==> src/rtl/alu_reg_if.sv <==
// Operand/control and registered-result bundle for the execute-stage ALU.
// The master side drives operands and control; the slave side (the ALU) returns results.
interface alu_reg_if #(
  parameter int N = 8
);
  logic         i_valid;
  logic [N-1:0] i_a;
  logic [N-1:0] i_b;
  logic [1:0]   i_alu_ctrl;
  logic [N-1:0] o_result;
  logic         o_carry_out;
  logic         o_zero;
  logic         o_negative;
  logic         o_overflow;
  logic         o_valid;

  modport master (
    output i_valid, i_a, i_b, i_alu_ctrl,
    input  o_result, o_carry_out, o_zero, o_negative, o_overflow, o_valid
  );

  modport slave (
    input  i_valid, i_a, i_b, i_alu_ctrl,
    output o_result, o_carry_out, o_zero, o_negative, o_overflow, o_valid
  );
endinterface

==> src/rtl/alu_reg.sv <==
// Registered N-bit ALU: add, subtract, AND, OR with carry and status flags.
// One shared adder serves both add and subtract; its carry is reported for every
// operation code, including the logic ops. All outputs have one cycle of latency.
module alu_reg #(
  parameter int N = 8
) (
  input  logic     i_clk,
  input  logic     i_rst,
  alu_reg_if.slave bus
);

  logic [N-1:0] b_op;
  logic [N:0]   add_full;
  logic [N-1:0] sum;
  logic         carry;
  logic [N-1:0] result;
  logic         overflow;

  // Shared adder: ctrl[0] selects A + ~B + 1 (subtract) instead of A + B.
  always_comb begin
    b_op     = bus.i_alu_ctrl[0] ? ~bus.i_b : bus.i_b;
    add_full = {1'b0, bus.i_a} + {1'b0, b_op} + {{N{1'b0}}, bus.i_alu_ctrl[0]};
    sum      = add_full[N-1:0];
    carry    = add_full[N];
  end

  // Result select and signed-overflow detection; logic ops never overflow.
  always_comb begin
    result   = sum;
    overflow = 1'b0;
    case (bus.i_alu_ctrl)
      2'b00: begin
        result   = sum;
        overflow = (bus.i_a[N-1] == bus.i_b[N-1]) && (sum[N-1] != bus.i_a[N-1]);
      end
      2'b01: begin
        result   = sum;
        overflow = (bus.i_a[N-1] != bus.i_b[N-1]) && (sum[N-1] != bus.i_a[N-1]);
      end
      2'b10: result = bus.i_a & bus.i_b;
      2'b11: result = bus.i_a | bus.i_b;
      default: begin
        result   = sum;
        overflow = 1'b0;
      end
    endcase
  end

  // Output registers; reset wins over inputs sampled at the same edge, and o_zero
  // clears to 0 under reset even though the cleared result is 0.
  always_ff @(posedge i_clk) begin
    if (i_rst) begin
      bus.o_result    <= '0;
      bus.o_carry_out <= 1'b0;
      bus.o_zero      <= 1'b0;
      bus.o_negative  <= 1'b0;
      bus.o_overflow  <= 1'b0;
      bus.o_valid     <= 1'b0;
    end else begin
      bus.o_result    <= result;
      bus.o_carry_out <= carry;
      bus.o_zero      <= (result == '0);
      bus.o_negative  <= result[N-1];
      bus.o_overflow  <= overflow;
      bus.o_valid     <= bus.i_valid;
    end
  end

endmodule

==> src/flat_wrapper.sv <==
// flat-port wrapper written by rule: the top's interface ports become plain ports
module alu_reg_flat 
#(
  parameter int N = 8
)
  (i_clk, i_rst, bus_i_valid, bus_i_a, bus_i_b, bus_i_alu_ctrl, bus_o_result, bus_o_carry_out, bus_o_zero, bus_o_negative, bus_o_overflow, bus_o_valid);
  alu_reg_if #(.N(N)) bus_i ();
  input  logic i_clk;
  input  logic i_rst;
  input wire logic [$bits(bus_i.i_valid)-1:0] bus_i_valid;
  input wire logic [$bits(bus_i.i_a)-1:0] bus_i_a;
  input wire logic [$bits(bus_i.i_b)-1:0] bus_i_b;
  input wire logic [$bits(bus_i.i_alu_ctrl)-1:0] bus_i_alu_ctrl;
  output wire logic [$bits(bus_i.o_result)-1:0] bus_o_result;
  output wire logic [$bits(bus_i.o_carry_out)-1:0] bus_o_carry_out;
  output wire logic [$bits(bus_i.o_zero)-1:0] bus_o_zero;
  output wire logic [$bits(bus_i.o_negative)-1:0] bus_o_negative;
  output wire logic [$bits(bus_i.o_overflow)-1:0] bus_o_overflow;
  output wire logic [$bits(bus_i.o_valid)-1:0] bus_o_valid;
  assign bus_i.i_valid = bus_i_valid;
  assign bus_i.i_a = bus_i_a;
  assign bus_i.i_b = bus_i_b;
  assign bus_i.i_alu_ctrl = bus_i_alu_ctrl;
  assign bus_o_result = bus_i.o_result;
  assign bus_o_carry_out = bus_i.o_carry_out;
  assign bus_o_zero = bus_i.o_zero;
  assign bus_o_negative = bus_i.o_negative;
  assign bus_o_overflow = bus_i.o_overflow;
  assign bus_o_valid = bus_i.o_valid;
  alu_reg #(.N(N)) u_core (.i_clk(i_clk), .i_rst(i_rst), .bus(bus_i));
endmodule
==> config.mk <==
export PLATFORM = sky130hd
export DESIGN_NAME = alu_reg_flat
export DESIGN_NICKNAME = d
export VERILOG_FILES = /design/src/rtl/alu_reg_if.sv /design/src/rtl/alu_reg.sv /design/src/flat_wrapper.sv
export SDC_FILE = /design/constraint.sdc
export NUM_CORES = 1
export LEC_CHECK = 0
export BUFFER_PORTS_ARGS = -buffer_cell sky130_fd_sc_hd__buf_2
export CORE_ASPECT_RATIO = 0.7
export CORE_MARGIN = 8
export CORE_UTILIZATION = 49
export DETAILED_ROUTE_END_ITERATION = 10
export PLACE_DENSITY = 0.74
export RECOVER_POWER = 50
export SLEW_MARGIN = 20
export SYNTH_ARGS = -nofsm -noshare
export SYNTH_HDL_FRONTEND = slang
export SYNTH_SLANG_ARGS = --single-unit
==> constraint.sdc <==
create_clock -name i_clk -period 3.5 [get_ports i_clk]
set_clock_uncertainty 0.1 [all_clocks]
set_input_delay 0.7 -clock i_clk [delete_from_list [all_inputs] [get_ports i_clk]]
set_output_delay 0.7 -clock i_clk [all_outputs]
set_load 0.01 [all_outputs]
==> results of run 1 <==
-- cell usage in the layout (no fill, tap or decap), drive strengths merged, types with 5 or more instances in the layout --
cell type | Yosys | layout
a21oi | 9 | 9
nor2 | 12 | 12
buf | 4 | 21
dfxtp | 12 | 12
xor2 | 8 | 8
inv | 8 | 8
maj3 | 6 | 6
o21ai | 5 | 5
ha | 11 | 11
clkbuf | 1 | 16
nor2b | 6 | 6
-- power breakdown --
| group | total (W) | internal, W | switching (W) |
|---|---|---|---|
| sequential | 0.000154 | 0.000150 | 0.00000349 |
| combinational | 0.000182 | 0.0000807 | 0.000101 |
| clock | 0.000103 | 0.0000631 | 0.0000396 |
-- layout make-up --
type | count | share of cell area, %
multi-input combinational | 86 | 58.5
inverter | 8 | 2.58
timing repair buffer | 33 | 12.9
sequential | 12 | 20.6
clock buffer | 4 | 3.11
tap | 22 | 2.36
-- worst max-delay path, cell delays in order --
cell and delay [ps]:
buf_2 330, xor2_1 240, inv_1 90, fa_1 420, nor2b_1 200, o31a_1 180, o21ai_1 80, nor3b_1 140
o31a_1 290, and4_1 200
-- per-layer routing --
| metal | vias up | part of all wire [%] |
|---|---|---|
| met4 | 0 | 0 |
| met3 | 0 | 7.6 |
| met5 | - | 0 |
| met1 | 362 | 50 |
| met2 | 26 | 42 |
| li1 | 448 | - |
-- sequential cells by signal (all words and copies together), names as in the netlist --
register and flops:
u_core.bus.o_carry_out 1, u_core.bus.o_negative 1, u_core.bus.o_overflow 1, u_core.bus.o_result 7, u_core.bus.o_valid 1, u_core.bus.o_zero 1
-- cell usage after synthesis, types with 2 or more instances --
cell	number	area share, %
nor2_1	12	4.6
ha_1	11	14
o21ai_0	3	1.5
and3_1	3	1.9
dfxtp_1	12	24
xor2_1	8	7.1
mux2i_1	3	3.1
xnor2_1	3	2.7
nor2b_1	6	3.8
maj3_1	6	6.1
a21oi_1	9	4.6
nand2_1	4	1.5
inv_1	8	3.1
o31a_1	2	1.8
-- per-stage QoR --
stage | std cells | area (µm²) | utilization (%) | setup slack (ps)
floorplan | 111 | 983 | - | 624
global placement | 161 | 1140 | 61.2 | 538
detailed placement | 161 | 1140 | 61.2 | 429
CTS | 165 | 1180 | 63.1 | 701
global route | 165 | 1170 | 62.3 | 544
finish | 165 | 1170 | 62.3 | 689
-- final timing paths --
path,endpoint,start,depth (start not counted),slack [ps]
worst max-delay path,u_core.bus.o_zero,bus_i_alu_ctrl[0],10,690
worst min-delay path,u_core.bus.o_valid,bus_i_valid,2,540
-- logic make-up after synthesis --
| family | Yosys count | synth area share, % |
|---|---|---|
| muxes | 4 | 4.45 |
| adders and majority gates | 18 | 22.1 |
| and+or+nand+nor | 30 | 15.8 |
| xor gates and xnor gates | 12 | 11.5 |
| DFF | 12 | 24.4 |
| buffers and inverters | 13 | 6.23 |
| AOI/OAI and AO/OA | 22 | 15.5 |
==> impl_metrics.toml, run 1 <==
[outcome]
status = "finished clean"

[worst_setup_path]
worstSetupPathType = "in2reg"
cp.required_ps = 3560
worst_ep_arrival_time_ps = 2870
start_kind = "primary input"
cp_max_fo = 18
worstSetupEndpointType = "flop"

[cts]
clkSinkCount = 12
clkSlewWorstSetupHoldPaths_ps = 70
cts.htree.levels = 1
cts.root.buffer_cell = "clkbuf_4"
post_cts_buffers = 0
cts_buffers = 3
cts_tree = "done"
postCtsHoldBufs = 0
clockBufferDepth = 2
cts_resized = 0

[logic_synthesis]
async_flop_share_pct = 0
synth-seq-area-share_pct = 24.4
syn_avg_cell_area_um2 = 8.86
synth_enable_flop_cells = 0
ys_ff_latch = 12
yosys_most_used_dff = "dfxtp_1"
syn_nets = 144
ys_warn_count = 0
netlist_area_um2 = 983
syn-instance-count = 111
synth_cell_type_count = 35

[die]
fp.dieH_um = 53.5
die-width_um = 69.5
io_pins = 34
start_util_pct = 52.6
placementRows = 13
design.core.area_mm2 = 0.00187
die_area_mm2 = 0.00372

[routing]
wl_mm = 2.07
vias = 836
via_per_inst = 5.07
drc = 0
ant_nets = 0
drtIter0Drc = 35
wire_per_inst_um = 12.6
first_pass_iters = 4

[sta]
holdWs_ps = 543
finalHoldViolations = 0
final.period_utilization_pct = 80.3
worstMarginPinSlew_ps = 480
clock.fmax_mhz = 356
grt_setup_unrepaired = "false"
tns_ps = 0
fin_crit_ps = 2810
slew_viol_final = 0
max_slew_margin_pct = 68.0
finalSetupViolations = 0

[global_route]
top_usage_layer = "met2"
grt_max_degree = 19
globalRouteOverflowTotal = 0
grt_use_met1_pct = 13.9
grt_pass1_vias = 817
use_met3_pct = 3.17
grt_use_total_pct = 10.9
antenna_found_initial = 0
grt_pass1_wl_mm = 3.35
grt_util_met2_pct = 16.9

[cells_and_area]
diodes = 0
fillers = 164
multi_input_area_um2 = 682
area_growth_pct = 18.6
fin_nets = 177
layout.area.seq_um2 = 240
drive_gt1_share_pct = 21.0

[placed_design]
port_buffers = 33
place_congestion = 0.851
place_hpwl_mm = 1.79

[hold_path]
hold_class = "in2reg"

[power_and_ir_drop]
peakVddDrop_mv = 0.244
power.leakage_nw = 0.536
p_total_w = 0.000439
pwr_density_cell_mw_per_mm2 = 376

[job]
maxCapViolations = 0
No activity file was read; power rests on OpenSTA's default activity.
==> run 2, diff against run 1 <==
--- a/config.mk
+++ b/config.mk
@@ -5,12 +5,13 @@
 export SDC_FILE = /design/constraint.sdc
 export NUM_CORES = 1
 export LEC_CHECK = 0
+export ABC_AREA = 1
 export BUFFER_PORTS_ARGS = -buffer_cell sky130_fd_sc_hd__buf_2
 export CORE_ASPECT_RATIO = 0.7
 export CORE_MARGIN = 8
-export CORE_UTILIZATION = 49
+export CORE_UTILIZATION = 46
 export DETAILED_ROUTE_END_ITERATION = 10
-export PLACE_DENSITY = 0.74
+export PLACE_DENSITY = 0.71
 export RECOVER_POWER = 50
 export SLEW_MARGIN = 20
 export SYNTH_ARGS = -nofsm -noshare
==> constraint.sdc (replaced) <==
create_clock -name i_clk -period 2.5 [get_ports i_clk]
set_clock_uncertainty 0.1 [all_clocks]
set_input_delay 0.5 -clock i_clk [delete_from_list [all_inputs] [get_ports i_clk]]
set_output_delay 0.5 -clock i_clk [all_outputs]
set_load 0.01 [all_outputs]
==> run 2 against run 1 <==
Effect of this change: sequential share of layout area down 3.0 points; global-route usage up 1.5 points; via count rose by 38%; final cell count is 49% higher; critical path depth is 4 higher; combinational power increased by 45%; worst hold slack worse by 210 ps; clock power grew 42%; count of clock-buffer cells in the layout unchanged; die area rose by 20%; largest power group unchanged.
==> impl_metrics.toml, run 2 <==
[die]
die-width_um = 76.5
start_util_pct = 48.3
fp.dieH_um = 58.3
die_area_mm2 = 0.00446
io_pins = 34
design.core.area_mm2 = 0.00244
placementRows = 15

[worst_setup_path]
crit_path_cell_trace = "buf_2 > nor2_4 > nor2_1 > inv_1 > fa_1 > inv_1 > nand3_1 > nand3_1 > nand3_1 > nand2_1 > nand2_1 > nor2_2 > nand2_1 > nor2_2"
start_kind = "primary input"
cp.required_ps = 2610
cp_max_fo = 16
crit_family = "simple AND/OR/NAND/NOR gates"
crit_path_top_delay_cell = "fa_1"
crit_buf_inv = 3
worstSetupEndpointType = "flop"
worst_ep_arrival_time_ps = 2320
worstSetupPathType = "in2reg"
critPathMaxStageDelay_ps = 420

[routing]
vias = 1154
via_per_inst = 4.69
wl_mm = 2.65
first_pass_iters = 4
drc = 0
ant_nets = 0
wire_per_inst_um = 10.8
drtIter0Drc = 70

[power_and_ir_drop]
power.leakage_nw = 0.768
peakVddDrop_mv = 0.153
pwr_density_cell_mw_per_mm2 = 455

[sta]
final.period_utilization_pct = 88.4
timing.final.ws_setup_ps = 291
finalHoldViolations = 0
tns_ps = 0
max_slew_margin_pct = 67.0
worstMarginPinSlew_ps = 495
slew_viol_final = 0
clock.fmax_mhz = 453
holdWs_ps = 334
grt_setup_unrepaired = "false"
fin_crit_ps = 2210
finalSetupViolations = 0

[cells_and_area]
fin_nets = 246
diodes = 0
drive_gt1_share_pct = 25.9
area_growth_pct = 15.9
largest_register_ffs = 7
final_common_cell = "nand2_1"
mostFrequentLayoutCells = "nand2_1 (35), inv_1 (29), nor2_1 (23), buf_2 (21), nand3_1 (13)"
largest_register = "u_core.bus.o_result"

[logic_synthesis]
yosysMostFrequentCell = "nand2_1"
synth_top_area_share_pct = 20.4
ys_ff_latch = 12
syn-instance-count = 180
synth_cell_type_count = 28
ys_warn_count = 0
netlist_top_cells_count = "nand2_1 (35), inv_1 (29), nor2_1 (23), nand3_1 (13), dfxtp_1 (12)"
netlist_area_mm2 = 0.00118
yosys_most_used_dff = "dfxtp_1"
async_flop_share_pct = 0
syn_nets = 213
synth-seq-area-share_pct = 20.4
synth.area.top_cells = "dfxtp_1 (20%), ha_1 (12%), nand2_1 (11%)"
synth_top_area_cell = "dfxtp_1"
syn_avg_cell_area_um2 = 6.54
synth_enable_flop_cells = 0

[cts]
cts.root.buffer_cell = "clkbuf_4"
clkSinkCount = 12
cts_resized = 0
post_cts_buffers = 0
clkSlewWorstSetupHoldPaths_ps = 70
postCtsHoldBufs = 0
clockBufferDepth = 2
cts_tree = "done"
cts.htree.levels = 1
cts_buffers = 3

[placed_design]
pre_cts_slack_ps = 13.9
place_congestion = 0.840
place_hpwl_mm = 2.25
port_buffers = 33

[global_route]
antenna_found_initial = 0
grt_max_degree = 17
grt_pass1_vias = 1071
grt_pass1_wl_mm = 4.60
grt_use_total_pct = 12.4
globalRouteOverflowTotal = 0

[job]
maxCapViolations = 0

[hold_path]
hold_class = "in2reg"
hold_depth = 3
worstHoldStart = "bus_i_valid"
whs_endpoint = "u_core.bus.o_valid"

[outcome]
status = "finished clean"
[run 2: changes by cell type after synthesis, sizes merged, moves of 4 or more]
cell	change
xnor2	-4
inv	+25
nand3	+15
nand2	+43
mux2i	-4
maj3	-6
xor2	-6
nor2	+18
nor2b	-6
[run 2: cells by family (layout without fill, tap and decap cells)]
| group | Yosys count | after routing | share of synthesized area, % |
|---|---|---|---|
| buffers and inverters | 38 | 70 | 14.2 |
| DFF | 12 | 12 | 20.4 |
| adders and majority gates | 12 | 12 | 13.4 |
| AOI/OAI and AO/OA | 20 | 20 | 10.4 |
| xor gates and xnor gates | 2 | 2 | 1.49 |
| and+or+nand+nor | 96 | 96 | 40.1 |
[run 2: metal layers]
metal | track usage (%) | vias to the layer above | routed length [µm]
met1 | 15.0 | 506 | 1300
met5 | 0 | - | 0
met3 | 3.34 | 4 | 134
li1 | - | 622 | -
met4 | 5.72 | 0 | 32
met2 | 20.3 | 22 | 1180
[run 2: worst max path at each step]
stage | slack, ps | endpoint | start | depth (start not counted)
3_3_place_gp | 100 | u_core.bus.o_zero | bus_i_alu_ctrl[0] | 14
3_5_place_dp | 10 | u_core.bus.o_zero | bus_i_alu_ctrl[0] | 14
2_1_floorplan | 400 | u_core.bus.o_zero | bus_i_alu_ctrl[0] | 11
4_1_cts | 300 | u_core.bus.o_zero | bus_i_alu_ctrl[0] | 14
5_1_grt | 100 | u_core.bus.o_zero | bus_i_alu_ctrl[0] | 14
6_report | 290 | u_core.bus.o_zero | bus_i_alu_ctrl[0] | 14
[run 2: report_power, final]
part	internal (W)	leakage, nW	switching (W)
clock network	0.0000885	0.0210	0.0000577
registers	0.000208	0.0995	0.00000384
logic	0.0000988	0.647	0.000164
[run 2: cell type report]
type                            instances  area (µm²)
Tap cell                               34        42.5
Timing Repair Buffer                   33         150
Multi-Input combinational cell        130         769
Fill cell                             235        1070
Inverter                               33         126
Clock buffer                            4        36.3
Sequential cell                        12         240
[run 2: tightest hold or removal path: cells and delay by family]
kind | cells | cell delay [ps]
AND/OR/NAND/NOR | 1 | 30
buffers and inverters | 2 | 140
[run 2: stage by stage]
step / instances / util (%) / instance area (µm²) / total power [W]
finish: 246 / 55.9 / 1370 / 0.000621
global route: 246 / 55.9 / 1370 / 0.000680
CTS: 246 / 56.6 / 1380 / 0.000632
detailed placement: 242 / 55.1 / 1340 / 0.000482
global placement: 242 / 55.1 / 1340 / 0.000475
floorplan: 180 / - / 1180 / 0.000413
